### config.mk
export PLATFORM = sky130hd
export DESIGN_NAME = sdram_req_arbiter
export DESIGN_NICKNAME = d
export VERILOG_FILES = /design/src/rtl/sdram_req_arbiter_pkg.sv /design/src/rtl/sdram_req_arbiter_tag_fifo.sv /design/src/rtl/sdram_req_arbiter.sv
export SDC_FILE = /design/constraint.sdc
export NUM_CORES = 1
export LEC_CHECK = 0
export BUFFER_PORTS_ARGS = -buffer_cell sky130_fd_sc_hd__buf_2
export CAP_MARGIN = 20
export CORE_ASPECT_RATIO = 1.75
export CORE_MARGIN = 4
export CORE_UTILIZATION = 47
export DETAILED_ROUTE_END_ITERATION = 10
export GPL_TIMING_DRIVEN = 0
export PLACE_DENSITY = 0.81
export SLEW_MARGIN = 20
export SYNTH_ARGS = -nofsm -noshare
export SYNTH_HDL_FRONTEND = slang
export SYNTH_HIERARCHICAL = 1
export SYNTH_SLANG_ARGS = --single-unit
export TNS_END_PERCENT = 1
### constraint.sdc
create_clock -name iCLOCK -period 3.9 [get_ports iCLOCK]
set_clock_uncertainty 0.15 [all_clocks]
set_input_delay 0.975 -clock iCLOCK [delete_from_list [all_inputs] [get_ports iCLOCK]]
set_output_delay 0.975 -clock iCLOCK [all_outputs]
set_load 0.01 [all_outputs]
### src/rtl/sdram_req_arbiter_pkg.sv
// Shared definitions for the two-port SDRAM request arbiter: FSM states,
// port IDs and the bit layout of the {rw, addr, data} command record.
package sdram_req_arbiter_pkg;

  typedef enum logic [0:0] {
    ST_IDLE  = 1'b0,
    ST_ISSUE = 1'b1
  } arb_state_t;

  localparam logic PORT0 = 1'b0;
  localparam logic PORT1 = 1'b1;

  // Command record is packed MSB-first as {rw, addr, data}.
  function automatic int cmd_width(input int addr_n, input int data_n);
    return addr_n + data_n + 1;
  endfunction

  function automatic int cmd_addr_lsb(input int data_n);
    return data_n;
  endfunction

  function automatic int cmd_rw_bit(input int addr_n, input int data_n);
    return addr_n + data_n;
  endfunction

endpackage

### src/rtl/sdram_req_arbiter_tag_fifo.sv
// Read-tag queue: 1-bit port IDs in issue order, DEPTH entries, with
// wrap-around pointers one bit wider than the index so full = count MSB.
module sdram_arb_tag_fifo #(
  parameter int DEPTH = 4,
  parameter int PTR_N = 2
) (
  input  logic clk,
  input  logic rst,
  input  logic flush,
  input  logic push,
  input  logic push_tag,
  input  logic pop,
  output logic head_tag,
  output logic empty,
  output logic full
);

  logic [PTR_N:0]   wr_ptr_r;
  logic [PTR_N:0]   rd_ptr_r;
  logic [PTR_N:0]   count_s;
  logic [DEPTH-1:0] mem_r;

  assign count_s  = wr_ptr_r - rd_ptr_r;
  assign empty    = (count_s == {(PTR_N+1){1'b0}});
  assign full     = count_s[PTR_N];
  assign head_tag = mem_r[rd_ptr_r[PTR_N-1:0]];

  // Pointer and storage update; push and pop may both land in one cycle.
  always_ff @(posedge clk) begin
    if (rst) begin
      wr_ptr_r <= {(PTR_N+1){1'b0}};
      rd_ptr_r <= {(PTR_N+1){1'b0}};
      mem_r    <= {DEPTH{1'b0}};
    end else if (flush) begin
      wr_ptr_r <= {(PTR_N+1){1'b0}};
      rd_ptr_r <= {(PTR_N+1){1'b0}};
    end else begin
      if (push && !full) begin
        mem_r[wr_ptr_r[PTR_N-1:0]] <= push_tag;
        wr_ptr_r <= wr_ptr_r + {{PTR_N{1'b0}}, 1'b1};
      end
      if (pop && !empty) begin
        rd_ptr_r <= rd_ptr_r + {{PTR_N{1'b0}}, 1'b1};
      end
    end
  end

endmodule

### src/rtl/sdram_req_arbiter.sv
// Two-port SDRAM command arbiter with in-order read-data routing.
// Define SDRAM_ARB_FIXED_PRIORITY_EN for fixed port-0 priority instead of round-robin.
module sdram_req_arbiter
  import sdram_req_arbiter_pkg::*;
#(
  parameter int ADDR_N    = 25,
  parameter int DATA_N    = 16,
  parameter int TAG_DEPTH = 4,
  parameter int TAG_D_N   = 2
) (
  input  logic              iCLOCK,
  input  logic              iRESET,
  input  logic              iREMOVE,
  input  logic              iREQ0_VALID,
  output logic              oREQ0_BUSY,
  input  logic              iREQ0_RW,
  input  logic [ADDR_N-1:0] iREQ0_ADDR,
  input  logic [DATA_N-1:0] iREQ0_DATA,
  output logic              oREQ0_VALID,
  output logic [DATA_N-1:0] oREQ0_DATA,
  input  logic              iREQ1_VALID,
  output logic              oREQ1_BUSY,
  input  logic              iREQ1_RW,
  input  logic [ADDR_N-1:0] iREQ1_ADDR,
  input  logic [DATA_N-1:0] iREQ1_DATA,
  output logic              oREQ1_VALID,
  output logic [DATA_N-1:0] oREQ1_DATA,
  output logic              oSDRAM_VALID,
  input  logic              iSDRAM_BUSY,
  output logic              oSDRAM_RW,
  output logic [ADDR_N-1:0] oSDRAM_ADDR,
  output logic [DATA_N-1:0] oSDRAM_DATA,
  input  logic              iSDRAM_RD_VALID,
  input  logic [DATA_N-1:0] iSDRAM_RD_DATA,
  output logic              oERR_ORPHAN
);

  localparam int CMD_N    = cmd_width(ADDR_N, DATA_N);
  localparam int ADDR_LSB = cmd_addr_lsb(DATA_N);
  localparam int RW_BIT   = cmd_rw_bit(ADDR_N, DATA_N);

  arb_state_t        state_r;
  arb_state_t        next_state_s;
  logic [CMD_N-1:0]  cmd_r;
  logic [CMD_N-1:0]  cmd_in_s;
  logic              grant0_s;
  logic              grant1_s;
  logic              busy0_s;
  logic              busy1_s;
  logic              xfer0_s;
  logic              xfer1_s;
  logic              xfer_s;
  logic              push_s;
  logic              pop_s;
  logic              head_tag_s;
  logic              empty_s;
  logic              full_s;
  logic              ret0_valid_r;
  logic              ret1_valid_r;
  logic [DATA_N-1:0] ret0_data_r;
  logic [DATA_N-1:0] ret1_data_r;
  logic              orphan_r;
`ifndef SDRAM_ARB_FIXED_PRIORITY_EN
  logic              last_r;
`endif

  // Grant decision; only meaningful while idle.
  always_comb begin
    grant0_s = 1'b0;
    grant1_s = 1'b0;
    if (state_r == ST_IDLE) begin
      if (iREQ0_VALID && !iREQ1_VALID) begin
        grant0_s = 1'b1;
      end else if (!iREQ0_VALID && iREQ1_VALID) begin
        grant1_s = 1'b1;
      end else if (iREQ0_VALID && iREQ1_VALID) begin
`ifdef SDRAM_ARB_FIXED_PRIORITY_EN
        grant0_s = 1'b1;
`else
        if (last_r == PORT1) begin
          grant0_s = 1'b1;
        end else begin
          grant1_s = 1'b1;
        end
`endif
      end else begin
        grant0_s = 1'b0;
        grant1_s = 1'b0;
      end
    end else begin
      grant0_s = 1'b0;
      grant1_s = 1'b0;
    end
  end

  // A full tag queue blocks writes too, keeping the rule uniform per port.
  assign busy0_s    = !(grant0_s && !full_s);
  assign busy1_s    = !(grant1_s && !full_s);
  assign oREQ0_BUSY = busy0_s;
  assign oREQ1_BUSY = busy1_s;
  assign xfer0_s    = iREQ0_VALID && !busy0_s;
  assign xfer1_s    = iREQ1_VALID && !busy1_s;
  assign xfer_s     = xfer0_s || xfer1_s;
  assign push_s     = xfer_s && !cmd_in_s[RW_BIT];
  assign pop_s      = iSDRAM_RD_VALID && !empty_s;

  // Command record selected from the transferring port.
  always_comb begin
    cmd_in_s = {CMD_N{1'b0}};
    if (xfer1_s) begin
      cmd_in_s = {iREQ1_RW, iREQ1_ADDR, iREQ1_DATA};
    end else begin
      cmd_in_s = {iREQ0_RW, iREQ0_ADDR, iREQ0_DATA};
    end
  end

  // Next-state logic.
  always_comb begin
    next_state_s = state_r;
    case (state_r)
      ST_IDLE: begin
        if (xfer_s) begin
          next_state_s = ST_ISSUE;
        end else begin
          next_state_s = ST_IDLE;
        end
      end
      ST_ISSUE: begin
        if (!iSDRAM_BUSY) begin
          next_state_s = ST_IDLE;
        end else begin
          next_state_s = ST_ISSUE;
        end
      end
      default: next_state_s = ST_IDLE;
    endcase
  end

  // State register; flush drops any in-flight command.
  always_ff @(posedge iCLOCK) begin
    if (iRESET) begin
      state_r <= ST_IDLE;
    end else if (iREMOVE) begin
      state_r <= ST_IDLE;
    end else begin
      state_r <= next_state_s;
    end
  end

  // Command register holds fields stable until the controller accepts.
  always_ff @(posedge iCLOCK) begin
    if (iRESET) begin
      cmd_r <= {CMD_N{1'b0}};
    end else if (xfer_s) begin
      cmd_r <= cmd_in_s;
    end
  end

`ifndef SDRAM_ARB_FIXED_PRIORITY_EN
  // Round-robin pointer; reset to port 1 so port 0 takes the first tie.
  always_ff @(posedge iCLOCK) begin
    if (iRESET) begin
      last_r <= PORT1;
    end else if (xfer_s) begin
      last_r <= xfer1_s ? PORT1 : PORT0;
    end
  end
`endif

  // Read-data return routing by head tag.
  always_ff @(posedge iCLOCK) begin
    if (iRESET) begin
      ret0_valid_r <= 1'b0;
      ret1_valid_r <= 1'b0;
      ret0_data_r  <= {DATA_N{1'b0}};
      ret1_data_r  <= {DATA_N{1'b0}};
    end else if (iREMOVE) begin
      ret0_valid_r <= 1'b0;
      ret1_valid_r <= 1'b0;
    end else begin
      ret0_valid_r <= pop_s && (head_tag_s == PORT0);
      ret1_valid_r <= pop_s && (head_tag_s == PORT1);
      if (pop_s && (head_tag_s == PORT0)) begin
        ret0_data_r <= iSDRAM_RD_DATA;
      end
      if (pop_s && (head_tag_s == PORT1)) begin
        ret1_data_r <= iSDRAM_RD_DATA;
      end
    end
  end

  // Sticky orphan flag; survives flush, cleared only by reset.
  always_ff @(posedge iCLOCK) begin
    if (iRESET) begin
      orphan_r <= 1'b0;
    end else if (iSDRAM_RD_VALID && empty_s) begin
      orphan_r <= 1'b1;
    end
  end

  sdram_arb_tag_fifo #(
    .DEPTH (TAG_DEPTH),
    .PTR_N (TAG_D_N)
  ) u_tag_fifo (
    .clk      (iCLOCK),
    .rst      (iRESET),
    .flush    (iREMOVE),
    .push     (push_s),
    .push_tag (xfer1_s),
    .pop      (pop_s),
    .head_tag (head_tag_s),
    .empty    (empty_s),
    .full     (full_s)
  );

  assign oSDRAM_VALID = (state_r == ST_ISSUE);
  assign oSDRAM_RW    = cmd_r[RW_BIT];
  assign oSDRAM_ADDR  = cmd_r[ADDR_LSB +: ADDR_N];
  assign oSDRAM_DATA  = cmd_r[DATA_N-1:0];
  assign oREQ0_VALID  = ret0_valid_r;
  assign oREQ1_VALID  = ret1_valid_r;
  assign oREQ0_DATA   = ret0_data_r;
  assign oREQ1_DATA   = ret1_data_r;
  assign oERR_ORPHAN  = orphan_r;

endmodule

==> results of run 1 <==
worst paths after layout:
path	start	endpoint	slack [ns]
min reg2reg	oREQ1_DATA[13]$_SDFFE_PP0P_	oREQ1_DATA[13]$_SDFFE_PP0P_	0.30
min	oREQ1_DATA[13]$_SDFFE_PP0P_	oREQ1_DATA[13]$_SDFFE_PP0P_	0.30
max	u_tag_fifo/wr_ptr_r[0]$_SDFFE_PP0N_	oREQ1_BUSY	0.19
max reg2reg	u_tag_fifo/wr_ptr_r[0]$_SDFFE_PP0N_	u_tag_fifo/mem_r[1]$_SDFFE_PP0P_	0.38
flip-flops by register name (all words and copies together), names as in the netlist, 3 cells and up:
signal / flops
oREQ0_DATA: 16
oREQ1_DATA: 16
u_tag_fifo/rd_ptr_r: 3
u_tag_fifo/mem_r: 4
u_tag_fifo/wr_ptr_r: 3
cmd_r: 42
critical path: cells and delay by family, from the launching register on:
family | cells | cell delay, ns
buffers and inverters | 4 | 0.62
and+or+nand+nor | 2 | 0.33
xor gates and xnor gates | 1 | 0.31
adders and majority gates | 2 | 0.60
DFF | 1 | 0.38
cells in the mapped netlist, types with 2 or more instances:
library cell   n  area, sq um
nand2_1       78          293
clkbuf_1      27          101
a311oi_2       2         30.0
nand2b_1       6         37.5
dfxtp_1       89         1780
a311oi_1      40          350
nand3_1       43          215
a21oi_1       75          375
mux2i_1        7         70.1
nand4b_1       3         26.3
buf_2         13         65.1
ha_1           6         75.1
o21ai_1       10         50.1
xnor2_1        2         17.5
nor4b_4        2         47.6
nor2_1         6         22.5
o211ai_1       2         15.0
inv_1          4         15.0
o21ai_0       34          170
buf_6          6         67.6
logic make-up after synthesis:
logic type                 synth area share [%]
AOI/OAI and AO/OA                          25.8
adders and majority gates                  2.34
xor gates and xnor gates                   1.02
buffers and inverters                      6.40
DFF                                        43.8
and+or+nand+nor                            18.4
muxes                                      2.28
metrics by stage:
step | cells | setup TNS [ns] | total power [W] | setup slack [ns]
finish | 802 | 0 | 0.00224 | 0.187
global route | 802 | 0 | 0.00234 | 0.0555
CTS | 796 | -0.0677 | 0.00224 | -0.0677
detailed placement | 780 | 0 | 0.00137 | 0.171
global placement | 780 | 0 | 0.00136 | 0.264
floorplan | 479 | 0 | 0.00121 | 0.634
area by class of cell:
cell class                 instances  area, sq um  share of cell area, %
tap                              115          144                   2.61
sequential                        89         1780                   32.3
timing repair buffer             192          976                   17.7
multi-input combinational        338         2040                   37.0
clock inverter                     5         60.1                   1.09
inverter                           5         21.3                  0.386
buffer                            47          245                   4.45
clock buffer                      11          243                   4.41
where the power goes:
| group | internal, W | switching, W | total [W] |
|---|---|---|---|
| Clock | 0.000517 | 0.000356 | 0.000874 |
| Sequential | 0.000960 | 0.0000302 | 0.000991 |
| Combinational | 0.000161 | 0.000213 | 0.000374 |
| Total | 0.00164 | 0.000600 | 0.00224 |
layer usage:
layer	share of wire, %	wire length (microns)
met1	35	4450
met2	53	6680
met3	8.7	1090
met4	3.1	395
met5	0	0
what timing repair did:
item | 4_1_cts | 5_1_grt
gates resized for setup | 3 | 5
setup buffers | 0 | 6
pin swaps | 0 | 2
hold buffers | 0 | 0
setup endpoints to repair | 2 | 3
==> flow_summary.toml, run 1 <==
[clock_tree]
insertion_delay_ns = 0.34
cts.htree.levels = 3
cts.sinks = 89
clk_pin_slew_ns = 0.06
cts_buffer_depth = 2
numCtsBuffers = 9
cts_tree = "built"
cts-root-buf = "clkbuf_16"

[final_layout]
nFillCells = 722
diodes = 0
post-route-util_pct = 65.8
syn_to_final_growth_pct = 35.5
stdcell_area_sq_um = 5510
layout_common_cells = "198 x buf_2, 89 x dfxtp_1, 78 x nand2_1"
final_common_cell = "buf_2"
nNetsFinal = 796
drive_gt1_share_pct = 35.1

[die]
die_y_microns = 131
ios = 187
dieArea_sq_um = 10300
core_area_sq_um = 8370
start_util_pct = 48.6
rows = 44
die_w_microns = 78.3

[worst_setup_path]
crit_slowest_cell = "dfxtp_1"
reg2reg_depth = 13
crit_path_max_fanout = 10
critPathMaxStageDelay_ns = 0.38
required_ns = 2.77
path_class = "flip-flop to output pin"
end_kind = "output pin"
critPathLaunchType = "flip-flop"
path_cells = "inv_1 -> ha_1 -> fa_2 -> xnor3_2 -> inv_4 -> nor3b_4 -> clkbuf_4 -> nand2_1 -> buf_2"
cp.arrival_ns = 2.59

[synth]
syn-num-nets = 593
postSynth.asyncResetShare_pct = 0
ys_warn_count = 6
netlist_area_sq_um = 4060
syn_inst = 479
synth_seq_area_share_pct = 43.8
synth-main-ff-cell = "dfxtp_1"
ys_seq_elements = 89
synthDistinctLibCells = 44
syn_avg_cell_area_sq_um = 8.48
synth_edf_count = 0

[pwr]
power.density_nw_per_um2 = 406
peakVddDrop_v = 0.000272
leakage_nw = 2.40

[timing]
period_minus_slack_ns = 3.71
worst_slew_pin_slew_ns = 0.534
maxSlewHeadroom_pct = 64.4
max_freq_mhz = 269
setup_viol = 0
rsz0062_at_grt = "false"
drv_slew = 0
finalHoldViolCount = 0
whs_ns = 0.302
min_period_over_period_pct = 95.2

[global_routing]
grt_max_degree = 16
grt_busiest_layer = "met2"
grt_first_pass_wirelength_microns = 19700
grt_pass1_vias = 4189
use_met3_pct = 7.89
gr-usage-met1_pct = 24.1
gr-usage-met2_pct = 44.4
grt-ovfl-total = 0
grt_util_all_layers_pct = 24.1
antenna_found_initial = 0

[routing]
drtAntennaViolNets = 0
viasPerCell = 5.56
vias = 4459
drt_iter0_markers = 165
wl_per_cell_microns = 15.7
drtPass1Iterations = 4
drt-total-wl_microns = 12600
drc_errors = 0

[run]
maxCapViolCount = 0

[placement]
port_buffers = 186
hpwl_microns = 9760
gp_congestion = 0.883
place_area_sq_um = 5140

[hold_path]
hold_depth = 2
hp-class = "flip-flop to flip-flop"

[run_status]
status = "completed"
Power figures use the tool's default switching activity.
==> run 2: changes to the inputs <==
- ABC_CLOCK_PERIOD_IN_PS: default -> 3900
- CORE_UTILIZATION: 47 -> 35
- PLACE_DENSITY: 0.81 -> 0.64
==> run 2 against run 1 <==
- critical path depth is the same
- clock power grew 2.9%
- register-to-register slack lost 0.05 ns
- routed wire length grew 2.3%
- setup slack gained 0.039 ns
- cell area grew 0.23%
- combinational power is essentially flat
- first-iteration DRC count shrank 25%
- count of clock-buffer cells in the layout shrank 1
- sequential power is essentially flat
- core utilization shrank 17 points
- hold slack is essentially flat
- largest cell class unchanged
- highest routed layer unchanged
==> flow_summary.toml, run 2 (synthesis gave the netlist of run 1 again) <==
[global_routing]
grt_util_all_layers_pct = 19.2
antenna_found_initial = 0
grt_pass1_vias = 4410
grt_first_pass_wirelength_microns = 20300
grt-ovfl-total = 0
grt_max_degree = 17

[timing]
setup_viol = 0
max_freq_mhz = 272
fin_ws_ns = 0.225
rsz0062_at_grt = "false"
period_minus_slack_ns = 3.67
min_period_over_period_pct = 94.2
drv_slew = 0
whs_ns = 0.302
setup_tns_ns = 0
worst_slew_pin_slew_ns = 0.507
finalHoldViolCount = 0
maxSlewHeadroom_pct = 66.2

[worst_setup_path]
cp.arrival_ns = 2.55
reg2reg_slack_ns = 0.33
required_ns = 2.77
path_class = "flip-flop to output pin"
crit_path_max_fanout = 10
critPathLaunchType = "flip-flop"
reg2reg_from = "u_tag_fifo/wr_ptr_r[0]$_SDFFE_PP0N_"
end_kind = "output pin"
r2r_end = "u_tag_fifo/mem_r[1]$_SDFFE_PP0P_"
reg2reg_depth = 13

[final_layout]
top_register = "cmd_r"
final_common_cell = "buf_2"
nFillCells = 1157
nNetsFinal = 794
layout_common_cells = "198 x buf_2, 89 x dfxtp_1, 78 x nand2_1"
diodes = 0
largest_reg_flops = 42
drive_gt1_share_pct = 34.9
syn_to_final_growth_pct = 35.8

[die]
start_util_pct = 36.2
rows = 51
core_area_sq_um = 11200
ios = 187
die_y_microns = 151
die_w_microns = 89.5
dieArea_sq_um = 13500

[routing]
drtAntennaViolNets = 0
viasPerCell = 5.31
drt-total-wl_microns = 12900
drt_iter0_markers = 123
vias = 4335
drtPass1Iterations = 7
wl_per_cell_microns = 15.8
drc_errors = 0

[pwr]
leakage_nw = 2.40
total_power_w = 0.00226
peakVddDrop_v = 0.000284
power.density_nw_per_um2 = 410

[clock_tree]
clk_pin_slew_ns = 0.06
insertion_delay_ns = 0.34
cts_tree = "built"
numCtsBuffers = 9
cts.sinks = 89
cts-root-buf = "clkbuf_16"
cts_buffer_depth = 2
cts.htree.levels = 3

[hold_path]
min_to = "oREQ1_DATA[3]$_SDFFE_PP0P_"
hold_depth = 2
min_from = "oREQ1_DATA[3]$_SDFFE_PP0P_"
hp-class = "flip-flop to flip-flop"

[run_status]
status = "completed"

[placement]
gp_congestion = 0.828
hpwl_microns = 10300
pre_cts_ws_ns = 0.148
port_buffers = 186

[run]
maxCapViolCount = 0
run 2: power by group:
| group | total (W) | internal, W | switching [W] |
|---|---|---|---|
| clock | 0.000899 | 0.000522 | 0.000377 |
| combinational | 0.000374 | 0.000160 | 0.000214 |
| sequential | 0.000989 | 0.000960 | 0.0000291 |
run 2: worst max-delay path, stage by stage, from the launching register on:
cell and delay (ns):
dfxtp_1 0.39, inv_1 0.12, ha_1 0.23, fa_2 0.38, xnor3_2 0.32, inv_4 0.10
nor3b_4 0.22, buf_4 0.21, nand2_1 0.09, buf_2 0.17
run 2: worst max-delay path by stage:
stage	cells past startpoint	end	slack, ns	startpoint
floorplan	8	oREQ0_BUSY	0.63	u_tag_fifo/wr_ptr_r[0]$_SDFFE_PP0N_
global placement	9	oREQ0_BUSY	0.19	u_tag_fifo/wr_ptr_r[0]$_SDFFE_PP0N_
detailed placement	9	oREQ0_BUSY	0.15	u_tag_fifo/wr_ptr_r[0]$_SDFFE_PP0N_
CTS	9	oREQ1_BUSY	-0.03	u_tag_fifo/wr_ptr_r[0]$_SDFFE_PP0N_
global route	9	oREQ1_BUSY	0.09	u_tag_fifo/wr_ptr_r[0]$_SDFFE_PP0N_
finish	9	oREQ1_BUSY	0.23	u_tag_fifo/wr_ptr_r[0]$_SDFFE_PP0N_
run 2: cell type report:
class                      instances  area, sq um  share of cell area, %
timing repair buffer             190          961                   17.4
sequential                        89         1780                   32.3
buffer                            47          245                   4.44
inverter                           5         21.3                  0.385
tap                              132          165                   2.99
clock buffer                      10          239                   4.33
clock inverter                     6         71.3                   1.29
multi-input combinational        338         2040                   36.9
run 2: per-stage QoR:
step                      util, %  std cells  area, sq um
after floorplan                 -        479         4060
after global placement       45.9        797         5160
after detailed placement     45.9        797         5160
after CTS                    48.8        813         5490
after global routing         49.2        817         5520
final                        49.2        817         5520
run 2: per-layer routing:
layer,GRT usage [%],routed length [microns],share of wire (%),vias to the layer above
li1,-,-,-,2146
met4,7.68,278,2.2,0
met3,6.74,1260,9.8,22
met2,34.8,6680,52,176
met5,0,0,0,-
met1,19.3,4690,36,1991
run 2: what timing repair did:
item,CTS,global route
hold buffers,0,0
setup endpoints to repair,2,2
pin swaps,0,2
buffers inserted,0,4
resized for setup,4,3
endpoints found under the hold margin,0,0
==> run 3: changes to the inputs <==
- ABC_AREA: default -> 1
- CELL_PAD_IN_SITES_DETAIL_PLACEMENT: default -> 0
- CELL_PAD_IN_SITES_GLOBAL_PLACEMENT: default -> 1
- CORE_UTILIZATION: 35 -> 30
- PLACE_DENSITY: 0.64 -> 0.77
==> run 3 against run 2 <==
- sequential share of layout area fell by 1.8 points
- count of clock-buffer cells in the layout shrank 1
- clock power is 3.0% lower
- routed wire length up 9.2%
- via count increased by 5.7%
- core utilization fell by 8.4 points
- power rose by 7.3%
- global-route usage fell by 2.4 points
- register-to-register slack improved by 0.37 ns
- largest cell class unchanged
==> flow_summary.toml, run 3 <==
[run_status]
status = "completed"

[pwr]
power.density_nw_per_um2 = 415
peakVddDrop_v = 0.000208
leakage_nw = 3.27

[global_routing]
grt_first_pass_wirelength_microns = 22100
antenna_found_initial = 1
grt_util_all_layers_pct = 16.8
grt_max_degree = 19
grt-ovfl-total = 0
grt_pass1_vias = 4439

[synth]
syn_avg_cell_area_sq_um = 6.60
synth-main-ff-cell = "dfxtp_1"
synth_edf_count = 0
postSynth.asyncResetShare_pct = 0
netlist_area_sq_um = 4370
yosysTopAreaCell = "dfxtp_1"
syn_inst = 663
netlist_top_cells_count = "210 x nor2_1, 147 x nand2_1, 89 x dfxtp_1, 65 x inv_1, 42 x nand3b_1"
synthDistinctLibCells = 23
synth_top_area_share_pct = 40.7
syn-num-nets = 777
ys_warn_count = 6
synth_seq_area_share_pct = 40.7
synth_most_common_cell = "nor2_1"
ys_seq_elements = 89
synth.area.top_cells = "dfxtp_1 41%, nor2_1 18%, nand2_1 13%, nand3b_1 7.2%, inv_1 5.6%"

[worst_setup_path]
required_ns = 2.77
crit_path_max_fanout = 10
cp-startpoint = "u_tag_fifo/wr_ptr_r[0]$_SDFFE_PP0N_"
cp.arrival_ns = 2.51
critPathLaunchType = "flip-flop"
path_class = "flip-flop to output pin"
end_kind = "output pin"
reg2reg_from = "u_tag_fifo/wr_ptr_r[0]$_SDFFE_PP0N_"

[clock_tree]
cts-root-buf = "clkbuf_16"
cts.htree.levels = 3
cts.sinks = 89
insertion_delay_ns = 0.35
numCtsBuffers = 9
cts_buffer_depth = 2
clk_pin_slew_ns = 0.07
cts_tree = "built"

[routing]
viasPerCell = 4.37
drtPass1Iterations = 4
drt_iter0_markers = 157
vias = 4580
wl_per_cell_microns = 13.5
drtAntennaViolNets = 0
drt-total-wl_microns = 14100
drc_errors = 0

[final_layout]
nNetsFinal = 975
nFillCells = 1637
final_common_cell = "nor2_1"
drive_gt1_share_pct = 28.5
largest_reg_flops = 42
top_register = "cmd_r"
stdcell_area_sq_um = 5850
syn_to_final_growth_pct = 33.8
layout_common_cells = "209 x nor2_1, 202 x buf_2, 147 x nand2_1"

[die]
rows = 58
ios = 187
core_area_sq_um = 14400
start_util_pct = 30.4
die_y_microns = 168
die_w_microns = 99.3
dieArea_sq_um = 16700

[timing]
setup_viol = 0
drv_slew = 0
whs_ns = 0.317
min_period_over_period_pct = 93.3
max_freq_mhz = 275
fin_ws_ns = 0.261
worst_slew_pin_slew_ns = 0.546
maxSlewHeadroom_pct = 63.6
period_minus_slack_ns = 3.64
setup_tns_ns = 0
finalHoldViolCount = 0
rsz0062_at_grt = "false"

[placement]
place_area_sq_um = 5530
port_buffers = 186
hpwl_microns = 10900
gp_congestion = 0.774
pre_cts_ws_ns = 0.403

[run]
maxCapViolCount = 0

[hold_path]
min_from = "oERR_ORPHAN$_SDFFE_PP0P_"
hp-class = "flip-flop to flip-flop"
-- run 3: cell types whose count changed after synthesis, sizes merged, moves of 7 or more --
cell,before,now
clkbuf,28,6
nor2,7,212
a21oi,75,4
nand2,78,151
mux2i,7,0
nand3b,0,43
buf,19,28
inv,5,69
nand3,43,9
a311oi,42,0
-- run 3: path summary, 6_finish.rpt --
check | endpoint | slack [ns] | depth (start not counted)
worst max-delay path | oREQ0_BUSY | 0.26 | 13
worst max register to register | u_tag_fifo/mem_r[3]$_SDFFE_PP0P_ | 0.70 | 17
worst min-delay path | oERR_ORPHAN$_SDFFE_PP0P_ | 0.32 | 2
worst min register to register | oERR_ORPHAN$_SDFFE_PP0P_ | 0.32 | 2
-- run 3: where the power goes --
part	internal (W)	switching, W	leakage (nW)
sequential	0.000981	0.0000313	0.730
clock	0.000451	0.000421	0.142
combinational	0.000227	0.000317	2.40
-- run 3: per-layer routing --
metal  global-route usage, %  vias to the layer above  share of wire (%)
met2                    32.3                      122                 55
met3                    2.75                       21                5.5
met1                    17.3                     2029                 37
li1                        -                     2408                  -
met4                    7.43                        0                2.6
met5                       0                        -                  0
-- run 3: final cells by class --
cell class              instances  area (sq um)  area share (%)
well taps                     180           225            3.85
clock inverters                 7          67.6            1.15
diodes                          1          2.50          0.0428
flip-flops and latches         89          1780            30.4
plain buffers                  33           200            3.42
clock buffers                   9           225            3.85
multi-input cells             471          2140            36.6
inverters                      69           259            4.43
repair buffers                188           946            16.2
-- run 3: kinds of logic after synthesis --
kind of cell	synth area share, %
flops	40.7
buf+inv	10.5
simple gates	41.2
xor+xnor	0.200
compound gates	5.18
fa+ha+maj	2.17
-- run 3: stage by stage --
stage / power, W / instances / utilization (%)
final: 0.00243 / 1047 / 40.7
after floorplan: 0.00137 / 663 / -
after global routing: 0.00256 / 1047 / 40.7
after CTS: 0.00246 / 1045 / 40.5
after detailed placement: 0.00158 / 1029 / 38.5
after global placement: 0.00158 / 1029 / 38.5
-- run 3: critical path: stages (launching register included) --
cell     delay, ns
dfxtp_1       0.36
inv_1         0.11
ha_1          0.22
fa_1          0.37
inv_1         0.06
nand2_1       0.06
nand2_1       0.06
nand2_1       0.08
nand2_4       0.10
inv_1         0.07
nor2_2        0.16
nand3_4       0.18
buf_6         0.19
buf_2         0.14
-- run 3: repair_timing --
item	in CTS	in global routing
gates resized for setup	0	5
endpoints found under the setup margin	0	2
hold buffers	0	0
setup buffers	0	2
hold endpoints to repair	0	0
